==> src/rtl/sixteen_bit_seq_divider_module.sv <==
// Restoring divider: one quotient bit per clock behind a start/done handshake.
// Define DIVIDER_SIGNED_EN for two's-complement operands (truncating division).
module sixteen_bit_seq_divider_module #(
  parameter int WIDTH = 16
) (
  input  logic             clk,
  input  logic             rst,
  input  logic             start,
  input  logic [WIDTH-1:0] dividend,
  input  logic [WIDTH-1:0] divisor,
  output logic             busy,
  output logic             done,
  output logic [WIDTH-1:0] quotient,
  output logic [WIDTH-1:0] remainder,
  output logic             div_by_zero
);
  localparam int CW = $clog2(WIDTH);
  localparam logic [CW-1:0] LAST_ITER = CW'(WIDTH - 1);

  typedef enum logic [1:0] {IDLE, RUN, DONE} state_t;

  state_t           state_q, state_d;
  logic [WIDTH-1:0] rem_q, rem_d;
  logic [WIDTH-1:0] work_q, work_d;
  logic [WIDTH-1:0] dvs_q, dvs_d;
  logic [CW-1:0]    cnt_q, cnt_d;
  logic             busy_q, busy_d;
  logic             done_q, done_d;
  logic [WIDTH-1:0] quotient_q, quotient_d;
  logic [WIDTH-1:0] remainder_q, remainder_d;
  logic             dz_q, dz_d;

  logic [WIDTH:0]   rem_sh;
  logic [WIDTH:0]   trial;
  logic [WIDTH-1:0] rem_it;
  logic [WIDTH-1:0] q_it;
  logic [WIDTH-1:0] a_mag;
  logic [WIDTH-1:0] b_mag;
  logic [WIDTH-1:0] fin_q;
  logic [WIDTH-1:0] fin_r;

`ifdef DIVIDER_SIGNED_EN
  logic neg_quo_q, neg_quo_d;
  logic neg_rem_q, neg_rem_d;
`endif

  always_ff @(posedge clk or posedge rst) begin
    if (rst) begin
      state_q     <= IDLE;
      rem_q       <= '0;
      work_q      <= '0;
      dvs_q       <= '0;
      cnt_q       <= '0;
      busy_q      <= 1'b0;
      done_q      <= 1'b0;
      quotient_q  <= '0;
      remainder_q <= '0;
      dz_q        <= 1'b0;
`ifdef DIVIDER_SIGNED_EN
      neg_quo_q   <= 1'b0;
      neg_rem_q   <= 1'b0;
`endif
    end else begin
      state_q     <= state_d;
      rem_q       <= rem_d;
      work_q      <= work_d;
      dvs_q       <= dvs_d;
      cnt_q       <= cnt_d;
      busy_q      <= busy_d;
      done_q      <= done_d;
      quotient_q  <= quotient_d;
      remainder_q <= remainder_d;
      dz_q        <= dz_d;
`ifdef DIVIDER_SIGNED_EN
      neg_quo_q   <= neg_quo_d;
      neg_rem_q   <= neg_rem_d;
`endif
    end
  end

  always_comb begin
    state_d     = state_q;
    rem_d       = rem_q;
    work_d      = work_q;
    dvs_d       = dvs_q;
    cnt_d       = cnt_q;
    quotient_d  = quotient_q;
    remainder_d = remainder_q;
    dz_d        = dz_q;

    // The stored remainder never needs its top bit: a restore only happens
    // when the shifted value is below the divisor, which fits in WIDTH bits.
    rem_sh = {rem_q, work_q[WIDTH-1]};
    trial  = rem_sh - {1'b0, dvs_q};
    if (!trial[WIDTH]) begin
      rem_it = trial[WIDTH-1:0];
      q_it   = {work_q[WIDTH-2:0], 1'b1};
    end else begin
      rem_it = rem_sh[WIDTH-1:0];
      q_it   = {work_q[WIDTH-2:0], 1'b0};
    end

`ifdef DIVIDER_SIGNED_EN
    neg_quo_d = neg_quo_q;
    neg_rem_d = neg_rem_q;
    a_mag     = dividend[WIDTH-1] ? -dividend : dividend;
    b_mag     = divisor[WIDTH-1]  ? -divisor  : divisor;
    fin_q     = neg_quo_q ? -q_it   : q_it;
    fin_r     = neg_rem_q ? -rem_it : rem_it;
`else
    a_mag     = dividend;
    b_mag     = divisor;
    fin_q     = q_it;
    fin_r     = rem_it;
`endif

    case (state_q)
      IDLE: begin
        if (start) begin
          dz_d = 1'b0;
          if (divisor == '0) begin
            state_d     = DONE;
            quotient_d  = '1;
            remainder_d = dividend;
            dz_d        = 1'b1;
          end else begin
            state_d = RUN;
            rem_d   = '0;
            work_d  = a_mag;
            dvs_d   = b_mag;
            cnt_d   = '0;
`ifdef DIVIDER_SIGNED_EN
            neg_quo_d = dividend[WIDTH-1] ^ divisor[WIDTH-1];
            neg_rem_d = dividend[WIDTH-1];
`endif
          end
        end
      end
      RUN: begin
        rem_d  = rem_it;
        work_d = q_it;
        cnt_d  = cnt_q + CW'(1);
        if (cnt_q == LAST_ITER) begin
          state_d     = DONE;
          quotient_d  = fin_q;
          remainder_d = fin_r;
        end
      end
      DONE:    state_d = IDLE;
      default: state_d = IDLE;
    endcase

    busy_d = (state_d != IDLE);
    done_d = (state_d == DONE);
  end

  assign busy        = busy_q;
  assign done        = done_q;
  assign quotient    = quotient_q;
  assign remainder   = remainder_q;
  assign div_by_zero = dz_q;

endmodule

==> config.mk <==
export PLATFORM = sky130hd
export DESIGN_NAME = sixteen_bit_seq_divider_module
export DESIGN_NICKNAME = d
export VERILOG_FILES = /design/src/rtl/sixteen_bit_seq_divider_module.sv
export SDC_FILE = /design/constraint.sdc
export NUM_CORES = 1
export LEC_CHECK = 0
export CORE_UTILIZATION = 59
export CTS_CLUSTER_SIZE = 20
export DETAILED_ROUTE_END_ITERATION = 10
export GPL_TIMING_DRIVEN = 0
export PLACE_DENSITY = 0.93
export SLEW_MARGIN = 15
export SYNTH_ARGS = -nofsm -noshare
export SYNTH_HDL_FRONTEND = slang
export SYNTH_SLANG_ARGS = --single-unit
==> constraint.sdc <==
create_clock -name clk -period 5.3 [get_ports clk]
set_input_delay 0.795 -clock clk [delete_from_list [all_inputs] [get_ports clk]]
set_output_delay 0.795 -clock clk [all_outputs]
set_load 0.05 [all_outputs]
# Word-level counts from Yosys, hierarchy flattened
# Index checks and enable logic that the tools add are counted.
[totals]
register_bits = 89
inputBits = 35
output_inout_bits = 35
elab_cells = 52
[classes]
addsub = 2
eq_ne = 7
mux = 24
bitwise = 1
n_reduce_logical = 8
[ops]
columns = ["operator", "n"]
rows = [
  ["two-way mux 16 bit", 11],
  ["case mux 16 bit (2 select lines)", 4],
  ["subtractor 17 x 16 -> 17 bit", 1],
  ["zero test 16 bit", 1],
  ["two-way mux 4 bit", 2],
  ["!= test 2 bit (second input constant)", 4],
  ["case mux 4 bit (2 select lines)", 1],
  ["two-way mux 2 bit", 3],
  ["AND reduction 3 bit", 2],
  ["adder 4 x 1 -> 4 bit (second input constant)", 1],
  ["equality test 4 bit (second input constant)", 1],
  ["case mux 2 bit (2 select lines)", 1],
  ["AND reduction 4 bit", 1],
  ["nonzero test 2 bit", 2],
  ["equality test 2 x 1 -> 1 bit (second input constant)", 1],
  ["equality test 2 bit (second input constant)", 1],
  ["zero test 2 bit", 1],
  ["two-way mux 1 bit", 2],
  ["AND reduction 2 bit", 1],
  ["inverter 1 bit", 1],
]

# Depth between registers and ports, before layout
[logic_depth]
depth_word = 5
ltp_mapped = 12
depth_no_buf = 11

# Worst setup path after synthesis
# Ideal clock, no wire load.
[synth_path]
path_kind = "register to register"
start = "register work_q[15]"
end = "register remainder_q[4] (netlist: remainder[4])"
setup_ns = 0.082
t_arrival_ns = 2.648
slack_ns = 2.570
stages_incl_launch_ff = 12
n_path_buf = 0
cell_sequence = "dfrtp_1 -> inv_1 -> ha_1 -> inv_1 -> fa_1 -> a211oi_1 -> o21a_1 -> a21o_1 -> o21bai_4 -> xnor2_2 -> mux2_2 -> a31oi_1"
[synth_between]
elab_chain_len = 4
[synth_lines]
columns = ["item", "line", "rtl"]
rows = [
  ["from (decl)", "24", "logic [WIDTH-1:0] work_q, work_d;"],
  ["from (signal assigned)", "66", "work_q <= work_d;"],
  ["subtractor 17 x 16 -> 17 bit", "94", "trial = rem_sh - {1'b0, dvs_q};"],
  ["two-way mux 16 bit", "95", "if (!trial[WIDTH]) begin"],
  ["two-way mux 16 bit", "143", "if (cnt_q == LAST_ITER) begin"],
  ["case mux 16 bit (2 select lines)", "117", "case (state_q)"],
  ["to (signal assigned)", "72", "remainder_q <= remainder_d;"],
  ["to (decl)", "30", "logic [WIDTH-1:0] remainder_q, remainder_d;"],
]
# No other way between the ends. The select of a mux whose other input is x is not followed.
# A chain may end at the register's enable or synchronous reset.

# Final worst setup path
[layout_path]
start = "input divisor[8]"
end = "register remainder_q[15] (netlist: remainder[15])"
[layout_between]
elab_chain_len = 3
[layout_lines]
columns = ["item", "line", "rtl"]
rows = [
  ["from (decl)", "10", "input logic [WIDTH-1:0] divisor,"],
  ["zero test 16 bit", "121", "if (divisor == '0) begin"],
  ["!= test 2 bit (no line)", "--", ""],
  ["AND reduction 4 bit (no line)", "--", ""],
]
# No other way between the ends.

==> flow_summary.json <==
{
  "post_cts.repair.setup_buffers": 0,
  "htreeDepth": 3,
  "grt_pass1_vias": 4377,
  "grt_use_total_pct": 32.87,
  "dp_slack_ns": 1.628,
  "synth-async-reset-ratio_pct": 100.0,
  "clk_latency_ns": 0.36,
  "holdPathStages": 2,
  "io_pins": 70,
  "grt_setup_unrepaired": "false",
  "yosysWarnings": 0,
  "fp.dieH_um": 92.25,
  "grt_pass1_wl_um": 21570,
  "final_area_um2": 5924,
  "antenna_cells": 0,
  "fp.dieArea_um2": 8510,
  "vias_per_cell": 6.157,
  "tns_ns": 0,
  "synth_edf_count": 0,
  "finalHoldViolations": 0,
  "worstPathArrival_ns": 3.63,
  "syn-num-nets": 566,
  "ant_nets": 0,
  "cts_buffers": 9,
  "drive_gt1_share_pct": 8.347,
  "place_area_um2": 5654,
  "fin_skew_ns": 0.01132,
  "totalWireLength_um": 12980,
  "reg2reg_slack_ns": 2.07,
  "cts_resized": 0,
  "cp_common_cell": "clkbuf_1",
  "crit_slowest_cell": "clkdlybuf4s50_1",
  "synth_top_flop_cell": "dfrtp_1",
  "cts.sinks": 89,
  "required_ns": 5.54,
  "ys_types": 62,
  "synthCells": 513,
  "worst_setup_path_start_kind": "input pin",
  "final_max_slew_viol_count": 0,
  "antenna_found_initial": 0,
  "synthTopCellsByArea": "dfrtp_1 (46%), nand2_1 (6.6%), o21ai_0 (4.7%)",
  "max_slew_margin_pct": 55.22,
  "syn_area_um2": 4806,
  "gp_congestion": 0.8800,
  "critical_path_class": "input pin to flip-flop",
  "synth_largest_area_cell": "dfrtp_1",
  "seq_area_frac_synth_pct": 46.34,
  "min_path_type": "flip-flop to flip-flop",
  "synth_top_area_share_pct": 46.34,
  "reg2reg_depth": 11,
  "drc": 0,
  "initial_core_util_pct": 61.55,
  "fillers": 517,
  "fin_crit_sh_pct": 63.91,
  "fin_ws_ns": 1.913,
  "first_pass_iters": 5,
  "hpwl_um": 9697,
  "worstMarginPinSlew_ns": 0.6693,
  "drt_iter0_drc": 355,
  "num_rows": 32,
  "die_w_um": 92.25,
  "area_growth_pct": 23.28,
  "final_nets": 647,
  "setup_violations": 0,
  "ff_latch_area_um2": 2227,
  "fmax_mhz": 295.2,
  "max_stage_delay_ns": 0.43,
  "timing.rr.start": "work_q[15]",
  "timing.rr.end": "remainder[4]",
  "cts_tree": "built",
  "avgRoutedWirePerCell_um": 18.52,
  "via_count": 4316,
  "port-buffer-count": 69,
  "multi_input_area_um2": 2387,
  "avgSynthCellArea_um2": 9.368,
  "clk_pin_slew_worst_paths_ns": 0.10,
  "root_buffer": "clkbuf_8",
  "crit_fanout": 10,
  "status": "finished, final reports clean",
  "finalCriticalPeriod_ns": 3.387,
  "cts_hold_buffers": 0,
  "grt_max_degree": 50,
  "hold_end": "quotient[0]",
  "clock_path_buffers": 2,
  "end_kind": "flip-flop",
  "max_cap_viol_count": 0,
  "fp.coreArea_um2": 7807,
  "grt_overflow": 0,
  "ys_ff_latch": 89,
  "holdCritStartpoint": "quotient[0]",
  "crit_chain": "clkdlybuf4s50_1 -> nor4_1 -> and4_1 -> clkbuf_1 -> nand3b_1 -> a21o_1 -> clkbuf_1 -> clkbuf_1 -> a22oi_1 -> o21ai_1"
}
-- worst max path at each step --
stage                     cells after the start       endpoint  startpoint
after detailed placement                     10  remainder[11]  divisor[8]
after global routing                         10  remainder[11]  divisor[8]
after global placement                        2      dvs_q[12]         rst
after CTS                                    10  remainder[15]  divisor[8]
after floorplan                               1           busy         rst
final                                        10  remainder[15]  divisor[8]
-- critical path: cells and delay by family --
kind / cells / cell delay (ns)
buffers and inverters: 4 / 1.22
AOI/OAI and AO/OA: 3 / 0.62
and+or+nand+nor: 3 / 0.97
-- sequential cells by signal (all words and copies together), names as in the netlist, 2 cells and up --
| signal | flops |
|---|---|
| cnt_q | 4 |
| dvs_q | 16 |
| quotient | 16 |
| rem_q | 16 |
| remainder | 16 |
| state_q | 2 |
| work_q | 16 |
-- Yosys cell counts (4+ instances only) --
cell type  instances
dfrtp_1           89
nand2_1           84
o21ai_0           45
nor2_1            42
inv_1             22
clkbuf_1          21
a31oi_1           20
mux2_2            18
a21oi_1           17
ha_1              17
mux2i_1           13
nand3_1           12
o21ai_1           10
a22oi_1            8
and3_1             6
nand2b_1           5
o211ai_1           5
xor2_1             5
a21o_1             4
and2_1             4
nor4_1             4
o2111ai_1          4
xnor2_1            4
-- per-stage QoR --
| stage | hold WS [ns] | utilization [%] | instances |
|---|---|---|---|
| 6_report | 0.4952 | 75.88 | 701 |
| 5_1_grt | 0.5145 | 75.88 | 701 |
| 4_1_cts | 0.4953 | 75.88 | 701 |
| 3_5_place_dp | 0.4706 | 72.42 | 685 |
| 3_3_place_gp | 0.4599 | 72.04 | 684 |
| 2_1_floorplan | 0.4642 | - | 513 |
-- layout make-up --
| cell class | count | area share [%] |
|---|---|---|
| plain buffers | 26 | 1.837 |
| clock buffers | 9 | 2.091 |
| clock inverters | 7 | 2.471 |
| inverters | 22 | 1.436 |
| multi-input cells | 376 | 40.30 |
| flip-flops and latches | 89 | 37.59 |
| well taps | 102 | 2.154 |
| repair buffers | 70 | 12.12 |
-- layout by cell type, fill, tap and decap left out, drive strengths merged, types with 8 or more instances in the layout --
| cell | instances |
|---|---|
| inv | 25 |
| mux2 | 18 |
| mux2i | 13 |
| a21oi | 18 |
| a31oi | 21 |
| a22oi | 8 |
| nor2 | 42 |
| dfrtp | 89 |
| clkdlybuf4s50 | 69 |
| clkbuf | 30 |
| nand2 | 84 |
| nand3 | 12 |
| ha | 17 |
| o21ai | 55 |
-- kinds of logic after synthesis --
family	count (synthesis)	share of synthesized area [%]
buf+inv	48	3.983
mux	31	6.925
simple gates	176	16.58
compound gates	140	18.77
flops	89	46.34
fa+ha+maj	18	4.842
xor+xnor	11	2.551
-- layer usage --
| metal | vias up | share of wire [%] | track usage (%) |
|---|---|---|---|
| li1 | 1994 | - | - |
| met1 | 2069 | 40 | 40.13 |
| met2 | 222 | 51 | 58.21 |
| met3 | 31 | 6.9 | 5.970 |
| met4 | 0 | 2.4 | 11.46 |
| met5 | - | 0 | 0 |
Power is left out: the tool's default activity adds up to more than one toggle a clock period on the data nets, which glitch-free logic cannot reach.
